<file path="config.mk">
export PLATFORM = sky130hd
export DESIGN_NAME = crc_frame_serializer
export DESIGN_NICKNAME = d
export VERILOG_FILES = /design/src/rtl/crc_frame_serializer.sv
export SDC_FILE = /design/constraint.sdc
export NUM_CORES = 1
export LEC_CHECK = 0
export BUFFER_PORTS_ARGS = -buffer_cell sky130_fd_sc_hd__buf_2
export CAP_MARGIN = 20
export CORE_MARGIN = 4
export CORE_UTILIZATION = 60
export DETAILED_ROUTE_END_ITERATION = 16
export PLACE_DENSITY = 0.94
export SYNTH_ARGS = -nofsm -noshare
export SYNTH_HDL_FRONTEND = slang
export SYNTH_SLANG_ARGS = --single-unit
</file>
<file path="constraint.sdc">
create_clock -name CLK -period 5.9 [get_ports CLK]
set_input_delay 0.295 -clock CLK [delete_from_list [all_inputs] [get_ports CLK]]
set_output_delay 0.295 -clock CLK [all_outputs]
set_load 0.01 [all_outputs]
</file>
<file path="src/rtl/crc_frame_serializer.sv">
// crc_frame_serializer: buffers a DATA_LENGTH-byte frame and streams it bit-serially to the CRC engine, then waits out its Valid phase.
// Define SER_MSB_FIRST_EN to send bits within each byte MSB first (default LSB first).
module crc_frame_serializer #(
  parameter int DATA_LENGTH = 1,
  parameter int CRC_WIDTH   = 8,
  parameter int CRC_TIMEOUT = 16
) (
  input  logic       CLK,
  input  logic       RST_n,
  input  logic [7:0] In_Data,
  input  logic       In_Valid,
  output logic       In_Ready,
  output logic       Ser_Data,
  output logic       Ser_Active,
  input  logic       CRC_Valid,
  output logic       Busy,
  output logic       Frame_Done,
  output logic       Err
);
  localparam int W  = DATA_LENGTH * 8;
  localparam int BW = $clog2(W + 1);
  localparam int TW = $clog2(CRC_TIMEOUT + 1);
  localparam int CW = $clog2(CRC_WIDTH + 1);
  localparam int IW = DATA_LENGTH > 1 ? $clog2(DATA_LENGTH) : 1;
  typedef enum logic [1:0] {IDLE, LOAD, SHIFT, WAIT_CRC} state_t;
  state_t state;
  logic [W-1:0] frame_q, frame_n;
  logic [IW-1:0] idx;
  logic [BW-1:0] bit_cnt;
  logic [TW-1:0] to_cnt;
  logic [CW-1:0] crc_cnt;
  logic [7:0] ord;
  logic hs, last;
  assign In_Ready = RST_n && (state == IDLE || state == LOAD);
  assign hs = In_Valid && In_Ready;
  assign last = idx == IW'(DATA_LENGTH - 1);
`ifdef SER_MSB_FIRST_EN
  assign ord = {In_Data[0], In_Data[1], In_Data[2], In_Data[3], In_Data[4], In_Data[5], In_Data[6], In_Data[7]};
`else
  assign ord = In_Data;
`endif
  // Bytes are pre-ordered so serialization is always a plain LSB-first shift
  always_comb begin
    frame_n = frame_q;
    for (int i = 0; i < DATA_LENGTH; i++)
      if (idx == IW'(i)) frame_n[8*i +: 8] = ord;
  end
  always_ff @(posedge CLK) begin
    if (!RST_n) begin
      state      <= IDLE;
      frame_q    <= '0;
      idx        <= '0;
      bit_cnt    <= '0;
      to_cnt     <= '0;
      crc_cnt    <= '0;
      Ser_Data   <= 1'b0;
      Ser_Active <= 1'b0;
      Busy       <= 1'b0;
      Frame_Done <= 1'b0;
      Err        <= 1'b0;
    end else begin
      case (state)
        IDLE, LOAD: if (hs) begin
          Busy <= 1'b1;
          if (last) begin
            state      <= SHIFT;
            Ser_Active <= 1'b1;
            Ser_Data   <= frame_n[0];
            frame_q    <= frame_n >> 1;
            bit_cnt    <= BW'(1);
            idx        <= '0;
          end else begin
            state   <= LOAD;
            frame_q <= frame_n;
            idx     <= idx + 1'b1;
          end
        end
        SHIFT: if (bit_cnt == BW'(W)) begin
          state      <= WAIT_CRC;
          Ser_Active <= 1'b0;
          Ser_Data   <= 1'b0;
          to_cnt     <= '0;
          crc_cnt    <= '0;
        end else begin
          Ser_Data <= frame_q[0];
          frame_q  <= frame_q >> 1;
          bit_cnt  <= bit_cnt + 1'b1;
        end
        // Stay in WAIT_CRC during the pulse so no handshake overlaps it
        WAIT_CRC: if (Frame_Done || Err) begin
          state      <= IDLE;
          Busy       <= 1'b0;
          Frame_Done <= 1'b0;
          Err        <= 1'b0;
        end else if (CRC_Valid) begin
          crc_cnt    <= crc_cnt + 1'b1;
          Frame_Done <= crc_cnt == CW'(CRC_WIDTH - 1);
        end else if (crc_cnt != '0 || to_cnt == TW'(CRC_TIMEOUT - 1)) begin
          Err <= 1'b1;
        end else begin
          to_cnt <= to_cnt + 1'b1;
        end
        default: state <= IDLE;
      endcase
    end
  end
endmodule

</file>
==> metrics.cfg, run 1 <==
[logic_synthesis]
avgSynthCellArea_um2 = 8.35
post-synth-top-area-cell = dfxtp_1
synth_top_cells_by_count = dfxtp_1, nand2_1, nor2_1
synth_ff_type = dfxtp_1
syn_inst = 161
yosysMostFrequentCell = dfxtp_1
ys_seq_elements = 27
synth_top_area_share_pct = 40.2
ys_types = 43
synth_warnings = 0
synth_async_sr_flop_share_pct = 0
seq_area_frac_synth_pct = 40.2
synthTopCellsByArea = dfxtp_1, nand2_1, ha_1
synth_edf_count = 0
syn_nets = 179
synth.cell_area_um2 = 1340

[route]
drc = 0
dr.pass1.iters = 4
via_per_inst = 6.18
vias = 1248
drt_iter0_drc = 54
wl_per_cell_um = 15.0
antenna_left = 0
wl_um = 3040

[clock_network]
clk_pin_slew_ns = 0.13
cts.sinks = 27
numCtsBuffers = 3
insertion_delay_ns = 0.32
ctsResizeCount = 0
htree_levels = 1
cts_tree = yes
cts_hold_buf = 0
root_buffer = clkbuf_4
post_cts.repair.setup_buffers = 0
ctsLongestPathBuffers = 2

[timing]
finalCriticalPeriod_ns = 2.14
hold_viol_final = 0
max_freq_ghz = 0.468
fin_crit_sh_pct = 36.2
fin_hold_ws_ns = 0.213
tns_ns = 0
setup_viol = 0
relSlewSlack_pct = 50.2
rsz0062_at_grt = no
maxSlewViolCount = 0
fin_worst_skew_ns = 0.00170
worstMarginPinSlew_ns = 0.746

[flow_run]
drv_cap = 0

[finish]
final_util_pct = 71.2
syn_to_final_growth_pct = 8.19
instances_no_fill = 202
diodes = 0
fin_area_um2 = 1450
nets = 194
layout-drive-gt1-share_pct = 14.9

[die]
start_util_pct = 65.8
die-area_um2 = 3060
fp.dieH_um = 55.3
core_area_um2 = 2040
die_w_um = 55.3
pin_count = 18
rows = 16

[placement]
port-buffer-count = 17
dp_cells = 198
place_hpwl_um = 2260
placed_area_um2 = 1430
gp_congestion = 0.853

[critical_path]
critical_path.max_stage_delay_ns = 0.51
slowest_stage = or4_1
worst-path-max-fanout = 6
end_kind = flop
cpMostUsedCell = ha_1
critPathRequiredTime_ns = 6.14
worstPathArrival_ns = 2.38
startpoint_type = flop
worstPathCellList = ha_1 > and3_1 > ha_1 > nor4b_4 > nor2_2 > or4_1 > a31oi_1
critPathKind = reg -> reg

[hold_path]
hold_class = in -> reg

[grt]
grt_pass1_vias = 1166
track_usage_pct = 19.9
grt_pass1_wl_um = 5090
grt_start_max_net_pins = 19
antenna_found_initial = 0
grt-ovfl-total = 0

[outcome]
status = finished clean

[power_and_ir_drop]
ir_drop_mv = 0.188
power_density_nw_per_um2 = 215
cellLeakagePower_nw = 0.577

-- stage by stage --
stage / setup WS, ns / power [mW]
2_1_floorplan: 3.97 / 0.226
3_3_place_gp: 3.92 / 0.235
3_5_place_dp: 3.81 / 0.238
4_1_cts: 3.78 / 0.313
5_1_grt: 3.65 / 0.327
6_report: 3.76 / 0.313
-- cell families (layout without fill, tap and decap cells) --
group           after synthesis  after routing  synth area share (%)
mux                           2              2                  1.49
compound gates               38             38                  19.6
fa+ha+maj                     6              6                  5.59
xor+xnor                      1              1                 0.652
buf+inv                      16             30                  5.12
flops                        27             27                  40.2
simple gates                 71             71                  27.4
-- per-layer routing --
layer	wire length, µm	GRT usage [%]
met2	1450	32.8
met3	166	4.43
met4	76	6.25
met5	0	0
met1	1350	25.7
-- path summary, 6_finish.rpt --
check,startpoint,to,cells after the start,slack (ns)
worst max-delay path,to_cnt[0]$_SDFFE_PN0P_,to_cnt[3]$_SDFFE_PN0P_,7,3.76
worst min-delay path,In_Data[7],frame_q[6]$_SDFFE_PN0P_,3,0.21
worst max register to register,to_cnt[0]$_SDFFE_PN0P_,to_cnt[3]$_SDFFE_PN0P_,7,3.76
worst min register to register,Ser_Active$_SDFFE_PN0P_,Ser_Active$_SDFFE_PN0P_,1,0.47
-- cell type report --
class / count / area (µm²)
inverters: 9 / 33.8
multi-input cells: 118 / 734
clock buffers: 4 / 26.3
flip-flops and latches: 27 / 541
fillers: 168 / 588
repair buffers: 17 / 85.1
well taps: 27 / 33.8
-- sequential cells by signal, summed over array words and instances, names as in the netlist --
name,cells
to_cnt,5
state,2
Err,1
Ser_Active,1
bit_cnt,4
crc_cnt,4
Busy,1
Frame_Done,1
Ser_Data,1
frame_q,7
-- cells in the final DEF (no fill, tap or decap), types with 3 or more instances in the layout --
master and instances:
nor3_1 4, a311oi_1 6, or3_1 3, nand2_1 24, buf_2 17, dfxtp_1 27
inv_1 8, nand3_1 8, ha_1 6, clkbuf_4 3, o21ai_0 7, a21oi_1 8
nor2_1 15, o31ai_1 3
-- power breakdown --
group          internal [mW]  switching, mW  total [mW]
Clock                 0.0265         0.0513      0.0778
Combinational         0.0145         0.0239      0.0383
Sequential             0.190        0.00619       0.197
-- critical path, delay by kind of cell (launching register included) --
| kind | cells | cell delay (ns) |
|---|---|---|
| flops | 1 | 0.37 |
| compound gates | 1 | 0.17 |
| fa+ha+maj | 2 | 0.45 |
| simple gates | 4 | 1.07 |
(Power assumes the default switching activity.)
==> run 2: changes to the inputs <==
--- a/config.mk
+++ b/config.mk
@@ -8,9 +8,9 @@
 export BUFFER_PORTS_ARGS = -buffer_cell sky130_fd_sc_hd__buf_2
 export CAP_MARGIN = 20
 export CORE_MARGIN = 4
-export CORE_UTILIZATION = 60
+export CORE_UTILIZATION = 56
 export DETAILED_ROUTE_END_ITERATION = 16
-export PLACE_DENSITY = 0.94
+export PLACE_DENSITY = 0.89
 export SYNTH_ARGS = -nofsm -noshare
 export SYNTH_HDL_FRONTEND = slang
 export SYNTH_SLANG_ARGS = --single-unit
==> constraint.sdc (replaced) <==
create_clock -name CLK -period 2.2 [get_ports CLK]
set_input_delay 0.11 -clock CLK [delete_from_list [all_inputs] [get_ports CLK]]
set_output_delay 0.11 -clock CLK [all_outputs]
set_load 0.01 [all_outputs]
==> run 2 against run 1 <==
Largest power group unchanged. Highest routed layer unchanged. Largest cell class unchanged. Sequential power grew to 2.7 times the previous value. Design area up 1.1%. Critical path depth did not move.
==> metrics.cfg, run 2 (synthesized netlist as in run 1, its figures left out) <==
[route]
vias = 1230  ; -1.4%
wl_per_cell_um = 15.1  ; about the same
drt_iter0_drc = 41  ; -24%
drc = 0  ; unchanged
wl_um = 3090  ; +1.5%
via_per_inst = 6.00  ; -2.9%
antenna_left = 0  ; unchanged
dr.pass1.iters = 4  ; unchanged

[die]
rows = 17  ; +1
die_w_um = 57.0  ; +3.0%
fp.dieH_um = 57.0  ; +3.0%
pin_count = 18  ; unchanged
die-area_um2 = 3250  ; +6.1%
start_util_pct = 59.6  ; -6.2 points
core_area_um2 = 2250  ; +10%

[timing]
setup_viol = 0  ; unchanged
fin_worst_skew_ns = 0.00689  ; +0.00520 ns
rsz0062_at_grt = no
max_freq_ghz = 0.478  ; +2.2%
fin_crit_sh_pct = 95.1  ; +59 points
tns_ns = 0  ; unchanged
worstMarginPinSlew_ns = 0.524  ; -0.222 ns
hold_viol_final = 0  ; unchanged
setup_slack_ns = 0.109  ; -3.65 ns
relSlewSlack_pct = 65.1  ; +15 points
finalCriticalPeriod_ns = 2.09  ; -0.0451 ns
maxSlewViolCount = 0  ; unchanged

[grt]
grt-ovfl-total = 0  ; unchanged
grt_start_max_net_pins = 15  ; -4
grt_pass1_vias = 1178  ; +1.0%
grt_pass1_wl_um = 5160  ; +1.5%
track_usage_pct = 19.8  ; -0.072 points
antenna_found_initial = 0  ; unchanged

[finish]
syn_to_final_growth_pct = 9.40
layout_common_cells = dfxtp_1, nand2_1, buf_2
largest_registers = frame_q: 7 flops, to_cnt: 5 flops
layout-drive-gt1-share_pct = 15.8  ; +0.96 points
nFillCells = 224  ; +33%
nets = 196  ; +1.0%
multiInputGateArea_um2 = 734  ; unchanged
ff_latch_area_um2 = 541  ; unchanged
largest_reg_flops = 7  ; unchanged
instances_no_fill = 205  ; +1.5%
regMostFlops = frame_q
diodes = 0  ; unchanged
mostFrequentLayoutCell = dfxtp_1

[critical_path]
startpoint_type = flop
cpMostUsedCell = ha_1
slowest_stage = or4_1
worst-path-max-fanout = 6  ; unchanged
critPathKind = reg -> reg
critical_path.max_stage_delay_ns = 0.51  ; about the same
critPathRequiredTime_ns = 2.47  ; -3.67 ns
worstPathArrival_ns = 2.36  ; -0.02 ns
end_kind = flop
worstPathCellList = ha_1 > and3_1 > ha_1 > nor4b_4 > nor2_2 > or4_1 > a31oi_1
reg2regPathDepth = 7  ; unchanged

[placement]
gp_congestion = 0.783  ; -8.1%
port-buffer-count = 17  ; unchanged
dp_cells = 201  ; +1.5%
place_hpwl_um = 2330  ; +3.2%
dp_slack_ns = 0.141  ; -3.67 ns

[hold_path]
min_path_cells = 3  ; unchanged
hold_class = in -> reg

[clock_network]
cts_tree = yes
clk_pin_slew_ns = 0.14  ; about the same
numCtsBuffers = 3  ; unchanged
htree_levels = 1  ; unchanged
ctsResizeCount = 0  ; unchanged
post_cts.repair.setup_buffers = 0  ; unchanged
cts_hold_buf = 0  ; unchanged
cts.sinks = 27  ; unchanged
ctsLongestPathBuffers = 2  ; unchanged
root_buffer = clkbuf_4
insertion_delay_ns = 0.33  ; about the same

[power_and_ir_drop]
ir_drop_mv = 0.453  ; +140%
power_density_nw_per_um2 = 577  ; +170%
cellLeakagePower_nw = 0.587  ; +1.7%

[outcome]
status = finished clean

[flow_run]
drv_cap = 0  ; unchanged

-- run 2: cell types whose count changed in the layout (fill, tap and decap cells not counted) --
cell	before	now
buf_4	0	2
-- run 2: layout make-up --
cell class | instances | area share (%)
clock buffer | 4 | 1.79
inverter | 9 | 2.30
multi-input combinational | 118 | 50.0
sequential | 27 | 36.8
tap | 28 | 2.38
timing repair buffer | 19 | 6.81
-- run 2: routing by layer --
metal | share of wire, % | track usage, %
met5 | 0 | 0
met4 | 1.1 | 4.97
met3 | 4.7 | 5.20
met2 | 50 | 34.3
met1 | 44 | 24.5
-- run 2: path summary, 6_finish.rpt --
path                            slack [ns]                 endpoint                     from
worst min register to register        0.48  frame_q[2]$_SDFFE_PN0P_  frame_q[3]$_SDFFE_PN0P_
worst max register to register        0.11   to_cnt[3]$_SDFFE_PN0P_   to_cnt[0]$_SDFFE_PN0P_
worst max-delay path                  0.11   to_cnt[3]$_SDFFE_PN0P_   to_cnt[0]$_SDFFE_PN0P_
worst min-delay path                  0.03  frame_q[1]$_SDFFE_PN0P_               In_Data[2]
-- run 2: worst max-delay path: cells and delay by family (launching register included) --
kind	cells	cell delay, ns
AND/OR/NAND/NOR	4	1.06
AO/OA/AOI/OAI	1	0.16
flip-flops	1	0.36
adder cells (fa/ha/maj)	2	0.45
-- run 2: metrics by stage --
stage	hold slack [ns]	power (mW)	instance area [µm²]	util, %
5_1_grt	0.0179	0.886	1470	65.2
3_3_place_gp	0.369	0.636	1440	64.0
3_5_place_dp	0.384	0.642	1440	64.0
2_1_floorplan	0.271	0.606	1340	-
4_1_cts	0.0243	0.850	1470	65.2
6_report	0.0260	0.848	1470	65.2
-- run 2: report_power, final --
part	total (mW)	switching, mW	internal, mW
logic	0.105	0.0639	0.0413
clock network	0.217	0.145	0.0712
registers	0.527	0.0160	0.511
